**src/rtl/glyph_pkg.sv**
```systemverilog
// Shared constants and state encoding for the 5x7 glyph pixel path.
package glyph_pkg;
  localparam int GLYPH_W    = 5;
  localparam int GLYPH_H    = 7;
  localparam int GLYPH_BITS = GLYPH_W * GLYPH_H;
  localparam int GRB_W      = 24;

  typedef enum logic {
    IDLE,
    EMIT
  } state_e;
endpackage

```
**src/rtl/glyph_pixel_sequencer.sv**
```systemverilog
// Latches one ROM glyph per char handshake and streams it column-major as GRB pixels plus gap columns.
// First pixel one cycle after accept; each pixel waits on pix_ready; char_ready re-opens on the last pixel.
module glyph_pixel_sequencer #(
  parameter int GLYPH_W  = glyph_pkg::GLYPH_W,
  parameter int GLYPH_H  = glyph_pkg::GLYPH_H,
  parameter int GAP_COLS = 1
) (
  input  logic                          clk,
  input  logic                          rst,
  input  logic                          char_valid,
  output logic                          char_ready,
  input  logic [6:0]                    char_code,
  output logic [6:0]                    rom_addr,
  input  logic [glyph_pkg::GLYPH_BITS-1:0] rom_data,
  input  logic [glyph_pkg::GRB_W-1:0]   fg_grb,
  input  logic [glyph_pkg::GRB_W-1:0]   bg_grb,
  output logic                          pix_valid,
  input  logic                          pix_ready,
  output logic [glyph_pkg::GRB_W-1:0]   pix_grb,
  output logic [2:0]                    pix_col,
  output logic [2:0]                    pix_row,
  output logic                          pix_last
);
  import glyph_pkg::*;

  localparam logic [2:0] LAST_COL = 3'(GLYPH_W + GAP_COLS - 1);
  localparam logic [2:0] LAST_ROW = 3'(GLYPH_H - 1);

  state_e                 state_q, state_d;
  logic [GLYPH_BITS-1:0]  bitmap_q, bitmap_d;
  logic [GRB_W-1:0]       fg_q, fg_d;
  logic [GRB_W-1:0]       bg_q, bg_d;
  logic [2:0]             col_q, col_d;
  logic [2:0]             row_q, row_d;

  logic       pix_fire;
  logic       accept;
  logic       bit_set;
  logic [5:0] bit_idx;

  assign rom_addr = char_code;

  // Row 0 / col 0 lives in the MSB of the bitmap.
  always_comb begin
    bit_idx    = 6'(GLYPH_BITS - 1) - (6'(GLYPH_W) * 6'(row_q) + 6'(col_q));
    bit_set    = 1'b0;
    if (col_q < 3'(GLYPH_W)) begin
      bit_set = bitmap_q[bit_idx];
    end
    pix_valid  = (state_q == EMIT);
    pix_last   = pix_valid && (col_q == LAST_COL) && (row_q == LAST_ROW);
    pix_grb    = '0;
    if (pix_valid) begin
      pix_grb = bit_set ? fg_q : bg_q;
    end
    pix_col    = pix_valid ? col_q : 3'd0;
    pix_row    = pix_valid ? row_q : 3'd0;
    pix_fire   = pix_valid && pix_ready;
    char_ready = !rst && (!pix_valid || (pix_fire && pix_last));
    accept     = char_valid && char_ready;
  end

  always_comb begin
    state_d  = state_q;
    bitmap_d = bitmap_q;
    fg_d     = fg_q;
    bg_d     = bg_q;
    col_d    = col_q;
    row_d    = row_q;
    if (accept) begin
      state_d  = EMIT;
      bitmap_d = rom_data;
      fg_d     = fg_grb;
      bg_d     = bg_grb;
      col_d    = 3'd0;
      row_d    = 3'd0;
    end else if (pix_fire) begin
      if (pix_last) begin
        state_d = IDLE;
        col_d   = 3'd0;
        row_d   = 3'd0;
      end else if (row_q == LAST_ROW) begin
        row_d = 3'd0;
        col_d = col_q + 3'd1;
      end else begin
        row_d = row_q + 3'd1;
      end
    end
  end

  always_ff @(posedge clk) begin
    if (rst) begin
      state_q  <= IDLE;
      bitmap_q <= '0;
      fg_q     <= '0;
      bg_q     <= '0;
      col_q    <= 3'd0;
      row_q    <= 3'd0;
    end else begin
      state_q  <= state_d;
      bitmap_q <= bitmap_d;
      fg_q     <= fg_d;
      bg_q     <= bg_d;
      col_q    <= col_d;
      row_q    <= row_d;
    end
  end
endmodule

```
**config.mk**
```make
export PLATFORM = sky130hd
export DESIGN_NAME = glyph_pixel_sequencer
export DESIGN_NICKNAME = d
export VERILOG_FILES = /design/src/rtl/glyph_pkg.sv /design/src/rtl/glyph_pixel_sequencer.sv
export SDC_FILE = /design/constraint.sdc
export NUM_CORES = 1
export LEC_CHECK = 0
export BUFFER_PORTS_ARGS = -buffer_cell sky130_fd_sc_hd__buf_2
export CAP_MARGIN = 20
export CELL_PAD_IN_SITES_DETAIL_PLACEMENT = 2
export CELL_PAD_IN_SITES_GLOBAL_PLACEMENT = 2
export CORE_UTILIZATION = 27
export CTS_BUF_LIST = sky130_fd_sc_hd__clkbuf_8
export CTS_CLUSTER_SIZE = 28
export DETAILED_ROUTE_END_ITERATION = 10
export PLACE_DENSITY = 0.73
export SLEW_MARGIN = 25
export SYNTH_ARGS = -nofsm -noshare
export SYNTH_HDL_FRONTEND = slang
export SYNTH_SLANG_ARGS = --single-unit
export TNS_END_PERCENT = 100
```
**constraint.sdc**
```tcl
create_clock -name clk -period 2.7 [get_ports clk]
set_input_delay 0 -clock clk [delete_from_list [all_inputs] [get_ports clk]]
set_output_delay 0 -clock clk [all_outputs]
set_load 0.03 [all_outputs]
```
---- Word level (Yosys, flattened, before mapping) ----
Index checks and enable logic that the tools add are counted.
W data, S select, Z words.
cells by class
  divide/modulo/power cells ............... 0
  reduce and logical (&&, ||, !) cells .... 15
  order comparisons ....................... 2
  bitwise operators ....................... 0
  mux-type cells .......................... 14
  multiply operators ...................... 1
  equal/unequal tests ..................... 2
  shift operators ......................... 0
  add/sub/neg operators ................... 4
operator list
  cell                   number
  $mux W24               2
  $mux W3                6
  $lt A6 B7 Y1 const B   1
  $add A3 B1 Y3 const B  2
  $add A6 B3 Y6          1
  $bmux W1 S6            1
  $eq A3 B3 Y1 const B   2
  $logic_and A1 B1 Y1    6
  $mul A3 B3 Y6 const A  1
  $reduce_bool A2 Y1     3
  $sub A6 B6 Y6 const A  1
  $mux W1                5
  $reduce_and A2 Y1      2
  $lt A3 B3 Y1 const B   1
  $logic_not A1 Y1       2
  $reduce_or A2 Y1       1
  $logic_or A1 B1 Y1     1
storage, ports and cells
  input port bits ......................... 94
  word-level logic and storage cells ...... 44
  memories ................................ 0
  register bits ........................... 90
  bits in read-only memories .............. 0
  bits in latches ......................... 0
  memory bits (writable) .................. 0

---- Longest topological paths before layout ----
Gate-level depths: netlist (run 1).
  depth in word-level cells ............... 9
  gate-level depth with buffers ........... 14
  gate-level depth less buffers ........... 13

---- Worst setup path after synthesis (run 1) ----
OpenSTA, ideal clock, no wires.
  kind .................................... reg-to-output
  from .................................... register col_q[2]
  to ...................................... output port pix_grb[2] (netlist bit)
  stages on the path, launching flop included .. 13
  setup slack ............................. -0.478 ns
  path buffers ............................ 1
  required time ........................... 2.700 ns
  data arrival time ....................... 3.178 ns
  cell sequence ........................... dfxtp_1 > ha_1 > inv_1 > fa_1 > ha_1 > fa_1 > nor3b_1 > nand2_1 > o2111ai_1 > o21ai_2 > o31ai_4 > buf_6 > a22o_1
between the ends
  word-level cells in the longest chain between the ends .. 7
RTL lines
  what                           line                          source
  start: declaration             glyph_pixel_sequencer.sv:33   logic [2:0] col_q, col_d;
  start signal: assignment       glyph_pixel_sequencer.sv:104  col_q <= col_d;
  $add A6 B3 Y6                  glyph_pixel_sequencer.sv:45   bit_idx = 6'(GLYPH_BITS - 1) - (6'(GLYPH_W) * 6'(row_q) + 6'(col_q));
  $sub A6 B6 Y6                  glyph_pixel_sequencer.sv:45
  $bmux W1 S6                    glyph_pixel_sequencer.sv:48   bit_set = bitmap_q[bit_idx];
  $mux W1 (not written as such)  glyph_pixel_sequencer.sv:48
  $mux W1 (*)                    glyph_pixel_sequencer.sv:47   if (col_q < 3'(GLYPH_W)) begin
  $mux W24 (*)                   glyph_pixel_sequencer.sv:54   pix_grb = bit_set ? fg_q : bg_q;
  $mux W24 (*)                   glyph_pixel_sequencer.sv:53   if (pix_valid) begin
  end: declaration               glyph_pixel_sequencer.sv:19   output logic [glyph_pkg::GRB_W-1:0] pix_grb,
Mark *: on every way between the ends. The rest lies on a longest branch, timed or not. The select of a mux whose other input is x is not followed.

---- Worst setup path after layout (run 1) ----
  from .................................... register col_q[2]
  to ...................................... output port pix_grb[18] (netlist bit)
The elaborated chain is that of the path after synthesis.

==> qor.yml, run 1 <==
mappedNetlistNets: 615
via_per_inst: 4.72
routedWlPerCell_um: 18.7
crit_start: "col_q[2]"
synth_compound_area_frac: 0.0972
finalInstanceArea_sq_um: 6720
syn_inst: 508
fin_setup_tns_ns: -23.55
synth_edf_count: 0
via_count: 4392
cts_tree: "yes"
netlist_area_sq_um: 4370
drc: 0
clkLatencyLatePin_ns: 0.38
yosysSeqAreaShare: 0.413
grt_overflow: 0
hold_viol_final: 0
ant_nets: 0
synth_warnings: 0
arrival_ns: 3.71
die_h_um: 129
min_from: "char_code[3]"
cts_buffers: 9
dp.cells: 826
drt-pass1-iter-count: 5
p_leak_uw: 0.00314
clkPwrFrac: 0.313
setup_slack_ns: -1.01
cp_max_fo: 16
rows: 46
setup_viol: 24
synth_top_family_by_area: "simple AND/OR/NAND/NOR gates"
drive_gt1_frac: 0.295
clockBufferDepth: 2
antenna_found_initial: 1
htreeDepth: 3
placed_cell_area_sq_um: 5450
stdcell_count: 930
die_w_um: 129
dieArea_sq_um: 16700
power_uw: 3110
seqPwrFrac: 0.476
grt_usage: 0.214
synth_adder_area_share: 0.0407
first_iter_violations: 119
yosys.area_share.simple: 0.332
r2r_start: "col_q[1]"
irDropWorstVdd_v: 0.000278
switchingPower_uw: 905
place.gp.congestion: 0.801
start_util: 0.276
drv_slew: 0
switching_share: 0.291
powerDensity_nw_per_um2: 463
dp_hpwl_mm: 10.9
tightest_slew_ns: 0.813
synthMuxAreaShare: 0.0482
min_period_over_period: 1.38
fin_crit_ns: 3.71
synth_flop_cell: "dfxtp_1"
violations: "negative setup slack"
nets: 815
crit_required_ns: 2.70
routed_wirelength_mm: 17.4
synth_cell_types: 42
startpoint_type: "flop"
numPortBuffers: 119
syn_avg_cell_area_sq_um: 8.59
clock-sinks: 90
relSlewSlack: 0.458
core_area_sq_um: 15800
synth_xor_area_frac: 0.00602
area_growth_syn_to_layout_pct: 53.8
grt_start_max_net_pins: 91
clock_skew_ns: 0.0159
clk_pin_slew_worst_paths_ns: 0.10
synth-seq-cells: 90
async_flop_share: 0
internal_power_uw: 2210
status: "finished, violations left"
io_pins: 134
end_kind: "output pin"
rsz0062_at_grt: "true"
hold_class: "in -> out"
grt_pass1_wl_mm: 27.0
root_buffer: "clkbuf_8"
grt_pass1_vias: 5063
timing.fmax_mhz: 269
combPwrFrac: 0.212
maxCapViolCount: 0
path_class: "reg -> out"
area by class of cell:
class	count	area [sq um]
Tap cell	216	270
Sequential cell	90	1810
Fill cell	1728	9110
Inverter	11	41.3
Clock buffer	10	138
Antenna cell	1	2.50
Clock inverter	6	63.8
Timing Repair Buffer	233	1890
Multi-Input combinational cell	363	2500
repair_timing:
action / CTS / global route
buffers inserted: 3 / 0
gates cloned: 0 / 0
gates resized for setup: 35 / 21
hold buffers: 84 / 0
pin swaps: 2 / 0
endpoints found under the setup margin: 24 / 24
endpoints found under the hold margin: 84 / 0
cells in the mapped netlist (2+ instances only):
cell       instances  share of area
nand2_1          175           0.15
dfxtp_1           90           0.41
nand3b_1          83           0.14
clkbuf_1          26          0.022
a22o_2            23          0.053
ha_1              11          0.032
inv_1             11         0.0095
nor2_1             9         0.0077
buf_4              7          0.012
a21oi_1            6         0.0069
buf_2              6         0.0069
mux2i_1            6          0.014
nor3_1             6         0.0069
buf_6              5          0.013
and2_1             4         0.0057
mux4_1             4          0.024
nand2b_1           3         0.0043
a2111oi_0          2         0.0040
and3_1             2         0.0029
fa_1               2         0.0092
mux4_2             2          0.010
nand3_1            2         0.0023
nand4b_1           2         0.0040
o21ai_0            2         0.0023
xnor2_1            2         0.0040
state kept, by name (all words and copies together) (netlist names):
| register | count |
|---|---|
| pix_valid | 1 |
| row_q | 3 |
| col_q | 3 |
| bitmap_q | 35 |
| bg_q | 24 |
| fg_q | 24 |
per-stage QoR:
| step | hold slack (ns) | setup WS (ns) | util |
|---|---|---|---|
| 3_5_place_dp | 0.000205 | -0.676 | 0.345 |
| 2_1_floorplan | 0.0989 | -0.266 | - |
| 4_1_cts | 0.000205 | -1.04 | 0.419 |
| 3_3_place_gp | 0.000205 | -0.552 | 0.345 |
| 5_1_grt | 0.0000434 | -1.15 | 0.424 |
| 6_report | 0.00000968 | -1.01 | 0.424 |
critical path, stage by stage (launching register included):
cell       delay (ns)
dfxtp_2          0.35
ha_4             0.27
inv_2            0.03
fa_1             0.49
ha_2             0.20
fa_2             0.54
nor3b_2          0.24
nand2_1          0.10
o2111ai_2        0.09
o21ai_2          0.13
o31ai_4          0.38
buf_12           0.22
a22o_2           0.18
buf_6            0.12
layout by cell type, fill, tap and decap left out, types with 8 or more instances in the layout:
master	instances
ha_1	9
a22o_4	20
nand2_1	174
buf_2	95
dlygate4sd3_1	84
buf_6	26
nand3b_1	83
buf_4	22
nor2_1	8
dfxtp_1	86
inv_1	10
clkbuf_8	10
logic make-up after synthesis:
group | after synthesis
DFF | 90
buffers and inverters | 55
AOI/OAI and AO/OA | 46
and+or+nand+nor | 289
xor gates and xnor gates | 3
muxes | 12
adders and majority gates | 13
power by group through the flow:
stage,clock (uW),combinational [uW],sequential [uW]
floorplan,0,339,1490
finish,973,658,1480
detailed placement,0,511,1510
global route,1060,708,1490
CTS,1020,637,1480
global placement,0,486,1510
metal layers:
metal,GRT usage,routed length [um],vias to the layer above
met5,0,0,-
met4,0.0872,361,0
met3,0.0372,584,29
met2,0.395,9140,93
met1,0.242,7290,2155
li1,-,-,2115
final timing paths:
check | endpoint | slack [ns] | depth (start not counted)
worst max register to register | bg_q[5] | 0.27 | 10
worst min register to register | bitmap_q[14] | 0.48 | 2
worst min-delay path | rom_addr[3] | 0.00001 | 0
worst max-delay path | pix_grb[18] | -1.01 | 13
(Power assumes the default switching activity.)
==> inputs of run 2 (changes only) <==
Settings changed: BUFFER_PORTS_ARGS -buffer_cell sky130_fd_sc_hd__buf_2 to unset, CORE_UTILIZATION 27 to 34, DONT_BUFFER_PORTS set to 1, PLACE_DENSITY 0.73 to 0.74.
==> run 2 against run 1 <==
Compared with the run above: the flow still finishes with violations (negative setup slack); register-to-register slack lost 0.03 ns; via count shrank 9.0%; global-route usage grew 2.8 points; critical endpoint is now pix_grb[4].
==> qor.yml, run 2 (synthesized netlist as in run 1, its figures left out) <==
status: "finished, violations left"
violations: "negative setup slack"
largest_register_ff_count: 35
internal_power_uw: 2310
tightest_slew_ns: 0.543
powerDensity_nw_per_um2: 525
io_pins: 134
die_w_um: 115
switchingPower_uw: 882
crit_required_ns: 2.70
setup_viol: 24
min_from: "char_code[2]"
grt_usage: 0.241
cp_max_fo: 14
seqPwrFrac: 0.463
drt-pass1-iter-count: 4
numPortBuffers: 0
rsz0062_at_grt: "true"
cts_tree: "yes"
grt_start_max_net_pins: 91
timing.hold.ws_ns: 0.0000116
nets: 706
regMostFlops: "bitmap_q"
routed_wirelength_mm: 15.7
r2r_start: "col_q[1]"
cts_buffers: 9
timing.fmax_mhz: 271
root_buffer: "clkbuf_8"
power_uw: 3190
antenna_found_initial: 0
drv_slew: 0
grt_overflow: 0
drc: 0
maxCapViolCount: 0
grt_util_met2: 0.434
core_area_sq_um: 12600
clk_pin_slew_worst_paths_ns: 0.08
clkPwrFrac: 0.354
path_class: "reg -> out"
via_per_inst: 5.14
fin_crit_ns: 3.69
hold_class: "in -> out"
p_leak_uw: 0.00271
grt_pass1_vias: 4498
met1_usage: 0.281
htreeDepth: 3
dp_hpwl_mm: 8.94
area_growth_syn_to_layout_pct: 39.4
nFillCells: 1319
crit_start: "col_q[2]"
start_util: 0.347
path_buf_inv: 3
setup_slack_ns: -0.995
startpoint_type: "flop"
clkLatencyLatePin_ns: 0.39
relSlewSlack: 0.628
routedWlPerCell_um: 20.2
combPwrFrac: 0.183
fin_setup_tns_ns: -23.34
dieArea_sq_um: 13300
clockBufferDepth: 2
placed_cell_area_sq_um: 4810
largestRegisters: "bitmap_q x35, bg_q x24, fg_q x24"
end_kind: "output pin"
rows: 41
min_period_over_period: 1.37
drive_gt1_frac: 0.159
top_usage_layer: "met2"
die_h_um: 115
cp_top_family: "adder cells"
ant_nets: 0
final_common_cell: "nand2_1"
grt_use_met3: 0.0443
place.gp.congestion: 0.806
finalInstanceArea_sq_um: 6090
switching_share: 0.276
crit_top_cell: "buf_12"
place_ws_ns: -0.671
clock_skew_ns: 0.0167
final_cell_mix: "nand2_1 (173), dfxtp_1 (87), dlygate4sd3_1 (86)"
irDropWorstVdd_v: 0.000257
hold_viol_final: 0
crit_path_cell_trace: "ha_4 > inv_2 > fa_1 > ha_2 > fa_2 > xor2_1 > o2111ai_2 > o21ai_2 > o31ai_4 > buf_12 > buf_12 > a22o_4"
cp_slowest_cell: "xor2_1"
max_stage_delay_ns: 0.48
clock-sinks: 90
first_iter_violations: 96
grt_pass1_wl_mm: 24.1
arrival_ns: 3.69
via_count: 3996
## run 2: cell types whose count changed in the layout (fill, tap and decap cells not counted), moves of 2 or more
cell,change
inv_1,+2
buf_6,-25
dlygate4sd3_1,+2
buf_4,+7
a22o_2,-4
a22o_4,+4
bufinv_16,+2
buf_2,-95
## run 2: power groups by stage
stage          Sequential (uW)  Clock [uW]  Combinational [uW]
2_1_floorplan             1490           0                 339
3_3_place_gp              1500           0                 396
3_5_place_dp              1500           0                 414
4_1_cts                   1480        1150                 569
5_1_grt                   1490        1200                 628
6_report                  1480        1130                 586
## run 2: final cells by class
class / instances / area (sq um) / area share
Tap cell: 172 / 215 / 0.0354
Multi-Input combinational cell: 363 / 2520 / 0.415
Inverter: 11 / 41.3 / 0.00678
Clock buffer: 9 / 124 / 0.0204
Timing Repair Buffer: 124 / 1260 / 0.207
Sequential cell: 90 / 1810 / 0.297
Clock inverter: 7 / 110 / 0.0181
Antenna cell: 1 / 2.50 / 0.000411
## run 2: through the flow
| stage | utilization | instances |
|---|---|---|
| CTS | 0.481 | 774 |
| global placement | 0.383 | 666 |
| global route | 0.484 | 776 |
| floorplan | - | 508 |
| finish | 0.484 | 777 |
| detailed placement | 0.383 | 666 |
## run 2: worst register-to-register path, stage by stage, from the launching register on
cell and delay, ns:
dfxtp_1 0.32, buf_4 0.14, inv_1 0.09, ha_1 0.16
and3_1 0.24, nand4_1 0.21, a21oi_1 0.36, nand2_2 0.22
buf_4 0.31, nand3b_1 0.21, nand2_1 0.08
## run 2: repair_timing
item | 4_1_cts | 5_1_grt
cloned | 0 | 1
setup endpoints to repair | 24 | 24
hold buffers | 87 | 0
resized for setup | 10 | 0
buffers inserted | 5 | 1
endpoints found under the hold margin | 90 | 0
pin swaps | 7 | 3
## run 2: per-layer routing
layer	share of wire	vias up
met2	0.52	82
met3	0.030	25
met1	0.43	1996
met4	0.023	0
li1	-	1893
met5	0	-
## run 2: worst paths after layout
path | end | slack (ns) | cells past startpoint
setup / recovery | pix_grb[4] | -0.99 | 12
hold / removal | rom_addr[2] | 0.00001 | 0
setup reg to reg | bitmap_q[33] | 0.24 | 10
hold reg to reg | bitmap_q[30] | 0.48 | 2
==> inputs of run 3 (changes only) <==
Settings changed: HOLD_SLACK_MARGIN set to 0.15, SETUP_SLACK_MARGIN set to 0.3.
==> run 3 against run 2 <==
Compared with the run above: the flow still finishes with violations (negative setup slack); sequential share of layout area is 0.47 points lower; sequential power hardly changed; hold slack gained 0.24 ns; cell area rose by 1.6%; clock power barely moved; global-route usage up 0.18 points; combinational power up 4.4%; critical endpoint unchanged; maximum frequency grew 1.2%; non-clock buffer count is 8 higher; utilization rose by 0.79 points; cell count increased by 1.2%; wire length grew 0.50%.
==> qor.yml, run 3 (synthesized netlist as in run 1, its figures left out) <==
ant_nets: 0
relSlewSlack: 0.631
tightest_slew_ns: 0.539
fin_crit_ns: 3.65
cp_max_fo: 14
start_util: 0.347
crit_end: "pix_grb[4]"
regMostFlops: "bitmap_q"
die_w_um: 115
setup_viol: 24
p_leak_uw: 0.00275
r2r_start: "col_q[1]"
maxCapViolCount: 0
setup_slack_ns: -0.950
holdPathStages: 3
crit_required_ns: 2.70
drv_slew: 0
crit_path_cell_trace: "ha_4 > inv_2 > fa_1 > ha_2 > fa_2 > nand2b_1 > o2111ai_2 > o21ai_2 > o31ai_4 > buf_12 > buf_12 > a22o_4"
status: "finished, violations left"
drc: 0
largest_register_ff_count: 35
grt_pass1_vias: 4522
clkLatencyLatePin_ns: 0.39
place.gp.congestion: 0.806
die_h_um: 115
min_period_over_period: 1.35
largestRegisters: "bitmap_q x35, bg_q x24, fg_q x24"
numPortBuffers: 0
r2r-end: "fg_q[23]"
root_buffer: "clkbuf_8"
drt-pass1-iter-count: 4
rows: 41
path_buf_inv: 3
worstSetupPathDepth: 12
clockBufferDepth: 2
hold_class: "in -> reg"
powerDensity_nw_per_um2: 519
clock_skew_ns: 0.0159
grt_start_max_net_pins: 92
power_uw: 3210
dp_hpwl_mm: 8.94
area_growth_syn_to_layout_pct: 41.7
clock-sinks: 90
arrival_ns: 3.65
startpoint_type: "flop"
violations: "negative setup slack"
cp_slowest_cell: "fa_2"
end_kind: "output pin"
first_iter_violations: 130
irDropWorstVdd_v: 0.000245
worst_r2r_path_depth: 10
crit_start: "col_q[2]"
cts_buffers: 9
crit_top_cell: "buf_12"
cts_tree: "yes"
via_count: 4017
rsz0062_at_grt: "true"
grt_usage: 0.243
io_pins: 134
hold_viol_final: 0
grt_pass1_wl_mm: 24.1
path_class: "reg -> out"
final_cell_mix: "nand2_1 (173), dlygate4sd3_1 (94), dfxtp_1 (87)"
routedWlPerCell_um: 20.0
final_common_cell: "nand2_1"
htreeDepth: 3
cp_top_family: "adder cells"
nets: 715
antenna_found_initial: 0
grt_overflow: 0
drive_gt1_frac: 0.162
core_area_sq_um: 12600
timing.fmax_mhz: 274
r2r_setup_slack_ns: 0.26
clk_pin_slew_worst_paths_ns: 0.10
max_stage_delay_ns: 0.68
dieArea_sq_um: 13300
place_ws_ns: -0.671
routed_wirelength_mm: 15.7
via_per_inst: 5.11
==> run 3: worst min-delay path by stage <==
stage / start / to / slack [ns]
final: bg_grb[20] / bg_q[20] / 0.24
after global placement: char_code[6] / rom_addr[6] / 0.0002
after global routing: bg_grb[20] / bg_q[20] / 0.24
after detailed placement: char_code[6] / rom_addr[6] / 0.0002
after floorplan: bg_grb[0] / bg_q[0] / 0.1
after CTS: fg_grb[13] / fg_q[13] / 0.22
==> run 3: power breakdown <==
group | internal (uW) | leakage [uW] | switching (uW)
combinational | 300 | 0.00189 | 312
sequential | 1410 | 0.000741 | 63.3
clock | 607 | 0.000122 | 513
total | 2320 | 0.00275 | 889
==> run 3: cell type report <==
cell class / instances / area (sq um)
flip-flops and latches: 90 / 1810
diodes: 1 / 2.50
well taps: 172 / 215
clock inverters: 7 / 110
fillers: 1322 / 6380
inverters: 11 / 41.3
repair buffers: 132 / 1340
clock buffers: 9 / 124
multi-input cells: 364 / 2540
==> run 3: worst register-to-register path, cell delays in order, from the launching register on <==
cell and delay, ns:
dfxtp_1 0.32, buf_4 0.14, inv_1 0.09, ha_1 0.17, and3_1 0.24, nand4_1 0.24, a21oi_2 0.34, nand2_2 0.21
buf_4 0.32, nand3b_1 0.19, nand2_1 0.07
==> run 3: layer usage <==
metal	part of all wire	GRT usage	vias to the layer above
met5	0	0	-
met4	0.024	0.100	0
met3	0.037	0.0569	25
met2	0.52	0.441	99
met1	0.42	0.273	1977
li1	-	-	1916
==> run 3: timing repair <==
action / 4_1_cts / 5_1_grt
hold buffers: 95 / 0
setup endpoints to repair: 39 / 104
setup buffers: 5 / 1
hold endpoints to repair: 97 / 0
gates cloned: 1 / 1
gates resized for setup: 11 / 1
pin swaps: 9 / 5
==> run 3: through the flow <==
stage	area, sq um	hold slack [ns]	util	setup TNS (ns)	std cells
floorplan	4540	0.0989	-	-6.01	508
global placement	4810	0.000205	0.383	-13.02	666
detailed placement	4810	0.000205	0.383	-15.50	666
CTS	6140	0.217	0.489	-22.28	783
global route	6180	0.235	0.492	-25.55	785
finish	6180	0.244	0.492	-22.26	786
